### src/rtl/hci_pkg.sv
// Shared definitions for the HCI command executor: queue widths, command and
// response descriptor field positions, error codes, FSM states and helpers.
package hci_pkg;

  localparam int CmdFifoWidth  = 64;
  localparam int TxFifoWidth   = 32;
  localparam int RxFifoWidth   = 32;
  localparam int RespFifoWidth = 32;

  // Command descriptor fields
  localparam int CMD_TID_LSB      = 3;
  localparam int CMD_TID_MSB      = 6;
  localparam int CMD_ADDR_LSB     = 16;
  localparam int CMD_ADDR_MSB     = 22;
  localparam int CMD_RNW_BIT      = 29;
  localparam int CMD_DATA_LEN_LSB = 48;
  localparam int CMD_DATA_LEN_MSB = 63;

  // Response descriptor fields
  localparam int RESP_ERR_LSB      = 28;
  localparam int RESP_ERR_MSB      = 31;
  localparam int RESP_TID_LSB      = 24;
  localparam int RESP_TID_MSB      = 27;
  localparam int RESP_DATA_LEN_LSB = 0;
  localparam int RESP_DATA_LEN_MSB = 15;

  // err_status codes
  localparam logic [3:0] ERR_SUCCESS  = 4'd0;
  localparam logic [3:0] ERR_NACK     = 4'd5;
  localparam logic [3:0] ERR_OVERFLOW = 4'd6;
  localparam logic [3:0] ERR_ABORTED  = 4'd8;

  typedef enum logic [2:0] {
    ST_IDLE      = 3'd0,
    ST_ISSUE     = 3'd1,
    ST_WR_DATA   = 3'd2,
    ST_RD_DATA   = 3'd3,
    ST_WAIT_DONE = 3'd4,
    ST_RESP      = 3'd5
  } state_e;

  // ceil(len/4); the 17-bit sum keeps len=0xFFFF from wrapping.
  function automatic logic [14:0] words_for_len(input logic [15:0] len);
    logic [16:0] sum;
    sum = {1'b0, len} + 17'd3;
    return sum[16:2];
  endfunction

  // Bytes moved by a number of 32-bit words, clipped to the command length.
  function automatic logic [15:0] bytes_for_words(input logic [14:0] words,
                                                  input logic [15:0] len);
    logic [16:0] bytes;
    bytes = {words, 2'b00};
    return (bytes > {1'b0, len}) ? len : bytes[15:0];
  endfunction

endpackage

### src/rtl/hci_cmd_executor.sv
// HCI command executor: pops one command descriptor, requests a bus transfer,
// streams write data from the TX queue or read data into the RX queue, then
// pushes one response descriptor.
// Optional transfer watchdog: define I3C_CMD_EXEC_TIMEOUT_EN.
//
// Handshake rule for every valid/ready pair: a transfer happens on a rising
// clk edge where both are high; a source never drops valid or changes data
// while valid is high and ready is low.
module hci_cmd_executor
  import hci_pkg::*;
#(
  parameter int XFER_TIMEOUT_CYCLES = 1024
) (
  input  logic                     clk_i,
  input  logic                     rst_ni,
  input  logic                     cmd_fifo_rvalid_i,
  output logic                     cmd_fifo_rready_o,
  input  logic [CmdFifoWidth-1:0]  cmd_fifo_rdata_i,
  input  logic                     tx_fifo_rvalid_i,
  output logic                     tx_fifo_rready_o,
  input  logic [TxFifoWidth-1:0]   tx_fifo_rdata_i,
  output logic                     rx_fifo_wvalid_o,
  input  logic                     rx_fifo_wready_i,
  output logic [RxFifoWidth-1:0]   rx_fifo_wdata_o,
  output logic                     resp_fifo_wvalid_o,
  input  logic                     resp_fifo_wready_i,
  output logic [RespFifoWidth-1:0] resp_fifo_wdata_o,
  output logic                     xfer_valid_o,
  input  logic                     xfer_ready_i,
  output logic [6:0]               xfer_addr_o,
  output logic                     xfer_rnw_o,
  output logic [15:0]              xfer_len_o,
  output logic                     bus_tx_valid_o,
  input  logic                     bus_tx_ready_i,
  output logic [31:0]              bus_tx_data_o,
  input  logic                     bus_rx_valid_i,
  output logic                     bus_rx_ready_o,
  input  logic [31:0]              bus_rx_data_i,
  input  logic                     bus_rx_last_i,
  input  logic                     xfer_done_i,
  input  logic                     xfer_nack_i,
  output logic                     busy_o
);

  state_e      state_q, state_d;
  logic [3:0]  tid_q, tid_d;
  logic [6:0]  addr_q, addr_d;
  logic        rnw_q, rnw_d;
  logic [15:0] len_q, len_d;
  logic [14:0] rem_q, rem_d;     // words still owed by the data phase
  logic [14:0] words_q, words_d; // words actually moved (saturating)
  logic        ovf_q, ovf_d;
  logic        nack_q, nack_d;
  logic        abort_q, abort_d;

  logic        rx_room, xfer_hs, tx_hs, rx_acc, done_in_phase;
  logic [14:0] words_inc;
  logic [3:0]  err_status;
  logic [15:0] resp_len;
  logic        unused_cmd_bits;

  assign unused_cmd_bits = ^{cmd_fifo_rdata_i[2:0], cmd_fifo_rdata_i[15:7],
                             cmd_fifo_rdata_i[28:23], cmd_fifo_rdata_i[47:30]};

  // Progress events, derived from inputs and state so the FSM can use them
  assign rx_room       = (rem_q != '0);
  assign xfer_hs       = (state_q == ST_ISSUE) && xfer_ready_i;
  assign tx_hs         = (state_q == ST_WR_DATA) && tx_fifo_rvalid_i && bus_tx_ready_i;
  assign rx_acc        = (state_q == ST_RD_DATA) && bus_rx_valid_i &&
                         (rx_room ? rx_fifo_wready_i : 1'b1);
  assign done_in_phase = xfer_done_i && ((state_q == ST_WR_DATA) ||
                         (state_q == ST_RD_DATA) || (state_q == ST_WAIT_DONE));
  assign words_inc     = (words_q == '1) ? words_q : words_q + 15'd1;

  assign xfer_addr_o = addr_q;
  assign xfer_rnw_o  = rnw_q;
  assign xfer_len_o  = len_q;
  assign busy_o      = (state_q != ST_IDLE);

`ifdef I3C_CMD_EXEC_TIMEOUT_EN
  localparam int ToW = $clog2(XFER_TIMEOUT_CYCLES + 1);
  logic [ToW-1:0] to_q, to_d;
  logic           to_active, progress;
  assign to_active = (state_q == ST_ISSUE) || (state_q == ST_WR_DATA) ||
                     (state_q == ST_RD_DATA) || (state_q == ST_WAIT_DONE);
  assign progress  = xfer_hs || tx_hs || rx_acc || done_in_phase;
`endif

  // Response fields: NACK beats abort beats overflow
  always_comb begin
    err_status = ERR_SUCCESS;
    if (nack_q)       err_status = ERR_NACK;
    else if (abort_q) err_status = ERR_ABORTED;
    else if (ovf_q)   err_status = ERR_OVERFLOW;
    resp_len = nack_q ? 16'd0 : bytes_for_words(words_q, len_q);
  end

  // Next-state and handshake outputs
  always_comb begin
    state_d = state_q;
    tid_d   = tid_q;
    addr_d  = addr_q;
    rnw_d   = rnw_q;
    len_d   = len_q;
    rem_d   = rem_q;
    words_d = words_q;
    ovf_d   = ovf_q;
    nack_d  = nack_q;
    abort_d = abort_q;
    cmd_fifo_rready_o  = 1'b0;
    tx_fifo_rready_o   = 1'b0;
    rx_fifo_wvalid_o   = 1'b0;
    rx_fifo_wdata_o    = '0;
    resp_fifo_wvalid_o = 1'b0;
    resp_fifo_wdata_o  = '0;
    xfer_valid_o       = 1'b0;
    bus_tx_valid_o     = 1'b0;
    bus_tx_data_o      = '0;
    bus_rx_ready_o     = 1'b0;
`ifdef I3C_CMD_EXEC_TIMEOUT_EN
    to_d = '0;
`endif
    case (state_q)
      ST_IDLE: begin
        cmd_fifo_rready_o = 1'b1;
        if (cmd_fifo_rvalid_i) begin
          tid_d   = cmd_fifo_rdata_i[CMD_TID_MSB:CMD_TID_LSB];
          addr_d  = cmd_fifo_rdata_i[CMD_ADDR_MSB:CMD_ADDR_LSB];
          rnw_d   = cmd_fifo_rdata_i[CMD_RNW_BIT];
          len_d   = cmd_fifo_rdata_i[CMD_DATA_LEN_MSB:CMD_DATA_LEN_LSB];
          rem_d   = words_for_len(cmd_fifo_rdata_i[CMD_DATA_LEN_MSB:CMD_DATA_LEN_LSB]);
          words_d = '0;
          ovf_d   = 1'b0;
          nack_d  = 1'b0;
          abort_d = 1'b0;
          state_d = ST_ISSUE;
        end
      end
      ST_ISSUE: begin
        xfer_valid_o = 1'b1;
        if (xfer_hs) begin
          if (len_q == '0) state_d = ST_WAIT_DONE;
          else if (rnw_q)  state_d = ST_RD_DATA;
          else             state_d = ST_WR_DATA;
        end
      end
      ST_WR_DATA: begin
        tx_fifo_rready_o = bus_tx_ready_i;
        bus_tx_valid_o   = tx_fifo_rvalid_i;
        bus_tx_data_o    = tx_fifo_rdata_i;
        if (tx_hs) begin
          rem_d   = rem_q - 15'd1;
          words_d = words_inc;
          if (rem_q == 15'd1) state_d = ST_WAIT_DONE;
        end
        if (xfer_done_i) begin
          nack_d  = xfer_nack_i;
          state_d = ST_RESP;
        end
      end
      ST_RD_DATA: begin
        // Once the expected words are in, keep draining the bus and drop data
        if (rx_room) begin
          bus_rx_ready_o   = rx_fifo_wready_i;
          rx_fifo_wvalid_o = bus_rx_valid_i;
          rx_fifo_wdata_o  = bus_rx_data_i;
        end else begin
          bus_rx_ready_o = 1'b1;
        end
        if (rx_acc) begin
          words_d = words_inc;
          if (rx_room) rem_d = rem_q - 15'd1;
          else         ovf_d = 1'b1;
          if (bus_rx_last_i) state_d = ST_WAIT_DONE;
        end
        if (xfer_done_i) begin
          nack_d  = xfer_nack_i;
          state_d = ST_RESP;
        end
      end
      ST_WAIT_DONE: begin
        if (xfer_done_i) begin
          nack_d  = xfer_nack_i;
          state_d = ST_RESP;
        end
      end
      ST_RESP: begin
        resp_fifo_wvalid_o = 1'b1;
        resp_fifo_wdata_o[RESP_ERR_MSB:RESP_ERR_LSB]           = err_status;
        resp_fifo_wdata_o[RESP_TID_MSB:RESP_TID_LSB]           = tid_q;
        resp_fifo_wdata_o[RESP_DATA_LEN_MSB:RESP_DATA_LEN_LSB] = resp_len;
        if (resp_fifo_wready_i) state_d = ST_IDLE;
      end
      default: state_d = ST_IDLE;
    endcase
`ifdef I3C_CMD_EXEC_TIMEOUT_EN
    if (to_active && !progress) begin
      if (to_q == ToW'(XFER_TIMEOUT_CYCLES - 1)) begin
        abort_d = 1'b1;
        state_d = ST_RESP;
      end else begin
        to_d = to_q + ToW'(1);
      end
    end
`endif
  end

  // State and command context registers
  always_ff @(posedge clk_i) begin
    if (!rst_ni) begin
      state_q <= ST_IDLE;
      tid_q   <= '0;
      addr_q  <= '0;
      rnw_q   <= 1'b0;
      len_q   <= '0;
      rem_q   <= '0;
      words_q <= '0;
      ovf_q   <= 1'b0;
      nack_q  <= 1'b0;
      abort_q <= 1'b0;
`ifdef I3C_CMD_EXEC_TIMEOUT_EN
      to_q    <= '0;
`endif
    end else begin
      state_q <= state_d;
      tid_q   <= tid_d;
      addr_q  <= addr_d;
      rnw_q   <= rnw_d;
      len_q   <= len_d;
      rem_q   <= rem_d;
      words_q <= words_d;
      ovf_q   <= ovf_d;
      nack_q  <= nack_d;
      abort_q <= abort_d;
`ifdef I3C_CMD_EXEC_TIMEOUT_EN
      to_q    <= to_d;
`endif
    end
  end

endmodule
### config.mk
export PLATFORM = sky130hd
export DESIGN_NAME = hci_cmd_executor
export DESIGN_NICKNAME = d
export VERILOG_FILES = /design/src/rtl/hci_pkg.sv /design/src/rtl/hci_cmd_executor.sv
export SDC_FILE = /design/constraint.sdc
export NUM_CORES = 1
export LEC_CHECK = 0
export ABC_AREA = 0
export CAP_MARGIN = 20
export CORE_MARGIN = 3
export CORE_UTILIZATION = 39
export DETAILED_ROUTE_END_ITERATION = 8
export PLACE_DENSITY = 0.89
export SLEW_MARGIN = 20
export SYNTH_ARGS = -nofsm -noshare
export SYNTH_HDL_FRONTEND = slang
export SYNTH_SLANG_ARGS = --single-unit
### constraint.sdc
create_clock -name clk_i -period 3.5 [get_ports clk_i]
set_clock_uncertainty 0.05 [all_clocks]
set_input_delay 0.875 -clock clk_i [delete_from_list [all_inputs] [get_ports clk_i]]
set_output_delay 0.875 -clock clk_i [all_outputs]
set_load 0.01 [all_outputs]
==> metrics.md, run 1 <==
| Metric | Value |
|---|---|
| Power Dens Cells | `625 mW/mm2` |
| Post-Place Cells | `993` |
| Total CTS buffers | `9` |
| Arr. time, crit path | `2.63 ns` |
| Seq/Total Area, Yosys | `27.6%` |
| Max VDD drop | `0.385 mV` |
| Worst skew pair latency | `0.34 ns` |
| Worst path slowest cell | `dfxtp_2` |
| RSZ-0062 raised after global routing | `yes` |
| Sw power | `2090 uW` |
| Fin. max-slew vios | `0` |
| CTS tree | `yes` |
| Worst setup margin | `-0.0514 ns` |
| Site row count | `38` |
| GRT overflow | `0` |
| Post-DP HPWL | `13.9 mm` |
| ANT cells | `0` |
| Min-delay src | `tid_q[3]` |
| Synth Register Bits | `63` |
| Net Sw Frac | `42.7%` |
| Hold slack | `0.405 ns` |
| Die Span Y | `114 um` |
| Mapped Area | `0.00458 mm2` |
| Most frequent CP cell | `buf_6` |
| Crit path launch type | `flop` |
| Failing checks | `setup timing` |
| Initial drt markers | `557` |
| Final min period | `3.55 ns` |
| Final non-filler cell total | `1025` |
| Min-Delay Endpoint | `tid_q[3]` |
| Avg WL per Cell | `19.3 um` |
| Fmax | `282 MHz` |
| Initial antenna violation count | `0` |
| Post-route ant nets | `0` |
| Synth Flop Type | `dfxtp_1` |
| Outcome | `finished, violations left` |
| First-pass GRT wire length | `29.3 mm` |
| Die W | `114 um` |
| Leak pwr | `0.00318 uW` |
| Drt first pass iters | `5` |
| Number of flops mapped to enable cells by yosys | `0` |
| Vias in the first global route | `5741` |
| Area Overhead vs Synth | `70.9%` |
| Synth warn | `0` |
| Mean area per synthesized cell | `7.27 um2` |
| Internal | `2800 uW` |
| Cells after Synth | `629` |
| Remaining DRCs | `0` |
| IO Pins | `268` |
| Hold-critical path depth | `2` |
| Total track usage | `28.0%` |
| R2r startpoint | `words_q[1]` |
| Sequential power share | `21.8%` |
| Cell Chain, Critical Path | `inv_2 -> ha_4 -> nand4b_1 -> buf_6 -> buf_6 -> nor3_4 -> and3_4 -> a211oi_4 -> nor2_2 -> buf_6 -> buf_6 -> a22o_1 -> buf_2` |
| Fin crit share | `101%` |
| Reg-to-reg slack, setup | `0.82 ns` |
| CP max stage delay | `0.35 ns` |
| Nets | `1037` |
| Die area | `0.0131 mm2` |
| Synth async-reset ratio | `0%` |
| Via/cell ratio | `5.74` |
| CORE AREA | `0.0111 mm2` |
| MaxCap Viol Count | `0` |
| Largest net degree at the start of global routing | `41` |
| Setup TNS | `-0.217 ns` |
| Via count | `5882` |
| Clock power share | `20.3%` |
| Hold Fails Final Rpt | `0` |
| Synth area leader | `dfxtp_1` |
| Worst Path Max Fanout | `5` |
| PortBufs | `222` |
| CP required | `2.57 ns` |
| Max_slew headroom | `41.1%` |
| FF-to-FF path depth | `8` |
| Setup violators final | `10` |
| WS Path Type | `reg2out` |
| Cts hold-fix bufs | `0` |
| Clk slew on worst S/H paths | `0.06 ns` |
| CP Capture Type | `primary output` |
| WP buf/inv | `6` |
| Setup WS pre-CTS | `-0.0757 ns` |
| Clk sinks | `63` |
| Count of cell types in the netlist | `61` |
| Critical path's top delay family | `simple AND/OR/NAND/NOR gates` |
| Drt total wl | `19.8 mm` |
| Worst Tran Pin Value | `0.882 ns` |
| Starting Density | `41.1%` |
| Final Core Density | `70.3%` |
| Reg2reg end | `words_q[10]` |
| Area share of the leading cell type in the synthesized netlist | `27.6%` |
| Clock root cell | `clkbuf_16` |
| H-tree levels | `3` |
| Hold/Removal Path Class | `reg2reg` |
| Layout cell share with drive strength beyond 1 | `15.1%` |
| Top post-synthesis cells by area | `dfxtp_1 28%, nand2_1 7.3%, a21oi_1 7.1%, and2_1 5.7%, and3_1 5.6%` |
| Longest Clk Path Bufs | `2` |
| Placer Congestion | `0.946` |
| Combinational share of power | `58.0%` |
-- what timing repair did --
action                     4_1_cts  5_1_grt
setup endpoints to repair       49       50
pin swaps                       10       23
gates resized for setup         69       41
cloned                           2        0
setup buffers                   10        4
-- layout make-up --
cell class,count,area (um2)
clock inverter,7,103
sequential,63,1260
fill,874,3310
tap,140,175
inverter,26,97.6
clock buffer,9,225
multi-input combinational,496,3260
timing repair buffer,284,2690
-- cell usage after synthesis (all sizes together), types with 4 or more instances --
cell type and number:
and4 4, xor2 6, a21oi 65, nor4 12, nor2 30, and2 42, nor3 10, o21ai 25
ha 17, nand2b 5, a211oi 4, nand2 89, dfxtp 63, o31ai 10, a31oi 4, nor2b 4
buf 15, nand3 20, nand4 15, a22oi 4, clkbuf 38, o211ai 14, and3 41, a22o 13
inv 26, xnor2 7, o21a 5
-- registers in the layout, summed over array words and instances, names as in the netlist --
| name | cells |
|---|---|
| tid_q | 4 |
| nack_q | 1 |
| state_q | 3 |
| rem_q | 15 |
| xfer_len_o | 16 |
| xfer_rnw_o | 1 |
| words_q | 15 |
| xfer_addr_o | 7 |
| ovf_q | 1 |
-- stage by stage --
stage          power, uW  instance area, um2
6_report            4890                7820
5_1_grt             5180                7820
4_1_cts             4650                7580
3_5_place_dp        3540                7140
3_3_place_gp        3500                7140
2_1_floorplan       2450                4610
-- cell families after synthesis --
kind of cell / synth area share, %
multiplexers: 0.930
buffers and inverters: 7.41
other: 0.0820
AO/OA/AOI/OAI: 23.5
AND/OR/NAND/NOR: 33.3
adder cells (fa/ha/maj): 4.65
XOR/XNOR: 2.49
flip-flops: 27.6
-- cells in the final DEF, fill, tap and decap left out, drive strengths merged, types with 3 or more instances in the layout --
cell type,instances
a211oi,4
xor2,6
buf,75
dfxtp,63
a22oi,4
nand2b,5
nand3,20
nor2b,5
inv,29
nor4,12
and4,4
nand2,89
nand4,15
or3,3
o21ai,25
nor2,30
o31ai,10
conb,9
ha,17
a22o,13
clkbuf,9
o21a,5
nor3,10
a31oi,4
o211ai,14
xnor2,7
and3,41
clkdlybuf4s15,3
and2,42
nand3b,3
clkdlybuf4s50,205
o2111ai,3
a21oi,65
-- power groups by stage --
stage,sequential [uW],clock [uW],combinational (uW)
after global placement,1050,0,2450
final,1060,991,2840
after global routing,1080,1030,3070
after floorplan,1080,0,1370
after CTS,1050,998,2610
after detailed placement,1060,0,2490
-- routing by layer --
layer | GRT usage (%) | part of all wire, % | up-vias | wire, um
met5 | 0 | 0 | - | 0
met4 | 13.2 | 3.7 | 0 | 740
met3 | 6.71 | 8.9 | 64 | 1750
met2 | 47.7 | 50 | 367 | 9960
met1 | 33.1 | 37 | 2693 | 7310
li1 | - | - | 2758 | -
-- worst max-delay path by stage --
stage | end | slack (ns) | start | cells past startpoint
floorplan | resp_fifo_wdata_o[10] | 0.42 | xfer_len_o[3] | 9
global placement | resp_fifo_wdata_o[6] | 0.07 | xfer_len_o[14] | 10
detailed placement | resp_fifo_wdata_o[4] | -0.08 | xfer_len_o[14] | 10
CTS | resp_fifo_wdata_o[5] | 0.0004 | xfer_len_o[13] | 11
global route | resp_fifo_wdata_o[14] | -0.14 | xfer_len_o[15] | 13
finish | resp_fifo_wdata_o[14] | -0.05 | xfer_len_o[14] | 13
-- tightest hold or removal path: stages, from the launching register on --
cell and delay [ns]:
dfxtp_1 0.30, nand2_1 0.05, a21oi_1 0.05
Power figures use the tool's default switching activity.
==> run 2, diff against run 1 <==
- CTS_BUF_LIST: unset -> sky130_fd_sc_hd__clkbuf_2
==> run 2 against run 1 <==
Against the previous run: the flow still finishes with violations (setup timing); non-clock buffer count is 8 higher; count of clock-buffer cells in the layout stayed put; total power is 8.0% lower; largest cell class unchanged; largest power group unchanged; maximum frequency is 7.3% lower; hold slack better by 0.015 ns; register-to-register slack hardly changed; wire length is 1.5% lower; final cell count is 1.1% higher; clock power is 42% lower.
==> metrics.md, run 2 (synthesized netlist as in run 1, its figures left out) <==
| Metric | Value |
|---|---|
| Outcome | `finished, violations left (unchanged)` |
| Failing checks | `setup timing (unchanged)` |
| Hold Fails Final Rpt | `0 (unchanged)` |
| Setup WS pre-CTS | `-0.0757 ns (unchanged)` |
| Hold-critical path depth | `2 (unchanged)` |
| Drt total wl | `19.5 mm (was 19.8 mm)` |
| Worst Path Max Fanout | `4 (was 5)` |
| Worst path slowest cell | `dfxtp_2 (unchanged)` |
| Fin crit share | `109% (was 101%)` |
| Most common cell after layout, fill and taps aside | `clkdlybuf4s50_1 (unchanged)` |
| Area Overhead vs Synth | `67.4% (was 70.9%)` |
| WP buf/inv | `5 (was 6)` |
| Max reg flops | `16 (unchanged)` |
| CP max stage delay | `0.39 ns (was 0.35 ns)` |
| Most frequent cells in the layout | `185 x clkdlybuf4s50_1, 89 x nand2_1, 64 x a21oi_1 (was 205 x clkdlybuf4s50_1, 88 x nand2_1, 62 x a21oi_1)` |
| CP Capture Type | `primary output (unchanged)` |
| H-tree levels | `3 (unchanged)` |
| Final Core Density | `68.8% (was 70.3%)` |
| Cell Chain, Critical Path | `inv_1 -> ha_4 -> nand4_1 -> buf_4 -> o221a_4 -> a211oi_2 -> nor2_1 -> buf_4 -> buf_6 -> a22o_1 -> buf_2 (was inv_2 -> ha_4 -> nand4b_1 -> buf_6 -> buf_6 -> nor3_4 -> and3_4 -> a211oi_4 -> nor2_2 -> buf_6 -> buf_6 -> a22o_1 -> buf_2)` |
| Longest Clk Path Bufs | `2 (unchanged)` |
| Power Total | `4500 uW (was 4890 uW)` |
| Clk slew on worst S/H paths | `0.26 ns (was 0.06 ns)` |
| Critical path's top delay family | `compound AO/OA/AOI/OAI gates (was simple AND/OR/NAND/NOR gates)` |
| Die area | `0.0131 mm2 (unchanged)` |
| WS Path Type | `reg2out (unchanged)` |
| Power Dens Cells | `587 mW/mm2 (was 625 mW/mm2)` |
| RSZ-0062 raised after global routing | `yes (unchanged)` |
| Initial antenna violation count | `1 (was 0)` |
| Vias in the first global route | `5768 (was 5741)` |
| Remaining DRCs | `0 (unchanged)` |
| First-pass GRT wire length | `29.4 mm (was 29.3 mm)` |
| Worst Tran Pin Value | `0.716 ns (was 0.882 ns)` |
| CP required | `2.57 ns (about the same)` |
| Min-Delay Endpoint | `tid_q[3] (unchanged)` |
| Placer Congestion | `0.946 (unchanged)` |
| Fin. max-slew vios | `0 (unchanged)` |
| Arr. time, crit path | `2.90 ns (was 2.63 ns)` |
| Clk sinks | `63 (unchanged)` |
| Setup violators final | `16 (was 10)` |
| Worst skew pair latency | `0.58 ns (was 0.34 ns)` |
| Initial drt markers | `460 (was 557)` |
| Post-DP HPWL | `13.9 mm (unchanged)` |
| Max VDD drop | `0.407 mV (was 0.385 mV)` |
| CTS tree | `yes (unchanged)` |
| Site row count | `38 (unchanged)` |
| Post-route ant nets | `0 (unchanged)` |
| Crit path launch type | `flop (unchanged)` |
| Drt first pass iters | `5 (unchanged)` |
| Die W | `114 um (unchanged)` |
| FF-to-FF path depth | `7 (was 8)` |
| Worst setup margin | `-0.330 ns (was -0.0514 ns)` |
| Avg WL per Cell | `18.8 um (was 19.3 um)` |
| Total CTS buffers | `9 (unchanged)` |
| Crit. path cell count | `11 (was 13)` |
| Min-delay src | `tid_q[3] (unchanged)` |
| Clock root cell | `clkbuf_2 (was clkbuf_16)` |
| PortBufs | `222 (unchanged)` |
| Final min period | `3.83 ns (was 3.55 ns)` |
| Fmax | `261 MHz (was 282 MHz)` |
| IO Pins | `268 (unchanged)` |
| Post-Place Cells | `993 (unchanged)` |
| Reg-to-reg slack, setup | `0.83 ns (was 0.82 ns)` |
| Reg2reg end | `words_q[7] (was words_q[10])` |
| Leak pwr | `0.00327 uW (was 0.00318 uW)` |
| Max_slew headroom | `51.6% (was 41.1%)` |
| Hold/Removal Path Class | `reg2reg (unchanged)` |
| Starting Density | `41.1% (unchanged)` |
| Final non-filler cell total | `1036 (was 1025)` |
| Die Span Y | `114 um (unchanged)` |
| GRT overflow | `0 (unchanged)` |
| Layout cell share with drive strength beyond 1 | `17.7% (was 15.1%)` |
| MaxCap Viol Count | `0 (unchanged)` |
| Via/cell ratio | `5.66 (was 5.74)` |
| R2r startpoint | `state_q[1] (was words_q[1])` |
| Via count | `5868 (was 5882)` |
| Largest net degree at the start of global routing | `41 (unchanged)` |
| Nets | `1047 (was 1037)` |
| CORE AREA | `0.0111 mm2 (unchanged)` |
| Most frequent CP cell | `buf_4 (was buf_6)` |
| Total track usage | `28.3% (was 28.0%)` |
run 2: cell types whose count changed in the layout (fill, tap and decap cells not counted), sizes merged:
cell / previous run / this run
clkdlybuf4s50: 205 / 185
buf: 75 / 84
dlymetal6s2s: 1 / 2
dlygate4sd2: 0 / 19
clkinvlp: 1 / 3
nor2b: 5 / 6
diode: 0 / 1
clkdlybuf4s15: 3 / 2
inv: 29 / 28
run 2: report_power, final:
group | total [uW] | internal, uW | switching, uW | leakage (uW)
registers | 1070 | 898 | 176 | 0.000519
clock network | 573 | 245 | 329 | 0.0000835
logic | 2850 | 1290 | 1560 | 0.00267
total | 4500 | 2440 | 2060 | 0.00327
run 2: layout make-up:
class                           instances  area [um2]
Tap cell                              140         175
Inverter                               26         101
Clock inverter                          7         103
Timing Repair inverter                  1        7.51
Sequential cell                        63        1280
Multi-Input combinational cell        497        3230
Clock buffer                            9        45.0
Timing Repair Buffer                  292        2720
Fill cell                             916        3470
Antenna cell                            1        2.50
run 2: worst max-delay path by stage:
stage                         startpoint               endpoint  slack [ns]
after floorplan            xfer_len_o[3]  resp_fifo_wdata_o[10]        0.42
after global placement    xfer_len_o[14]   resp_fifo_wdata_o[6]        0.07
after detailed placement  xfer_len_o[14]   resp_fifo_wdata_o[4]       -0.08
after CTS                 xfer_len_o[14]   resp_fifo_wdata_o[4]       -0.18
after global routing      xfer_len_o[14]   resp_fifo_wdata_o[6]       -0.44
final                      xfer_len_o[8]   resp_fifo_wdata_o[4]       -0.33
run 2: what timing repair did:
item                                    4_1_cts  5_1_grt
buffers inserted                             17        5
endpoints found under the hold margin         0        0
pin swaps                                    29        7
cloned                                        3        1
endpoints found under the setup margin       50       65
resized for setup                           124       14
hold buffers                                  0        0
run 2: worst reg2reg max path, stage by stage, from the launching register on:
cell	delay, ns
dfxtp_1	0.39
buf_4	0.17
nor2b_4	0.14
buf_4	0.33
buf_4	0.36
nand2_1	0.27
a211o_1	0.49
o31ai_1	0.36
run 2: through the flow:
step	cell area, um2	hold slack [ns]	TNS [ns]
3_5_place_dp	7140	0.400	-0.755
4_1_cts	7560	0.423	-2.24
2_1_floorplan	4610	0.382	0
6_report	7660	0.420	-4.71
3_3_place_gp	7140	0.387	0
5_1_grt	7660	0.432	-6.47
run 2: layer usage:
| layer | GRT usage (%) | share of wire, % | vias up | wire, um |
|---|---|---|---|---|
| met3 | 6.71 | 8.6 | 56 | 1670 |
| met4 | 12.7 | 3.7 | 0 | 726 |
| li1 | - | - | 2769 | - |
| met2 | 48.6 | 49 | 371 | 9610 |
| met5 | 0 | 0 | - | 0 |
| met1 | 33.5 | 38 | 2672 | 7460 |
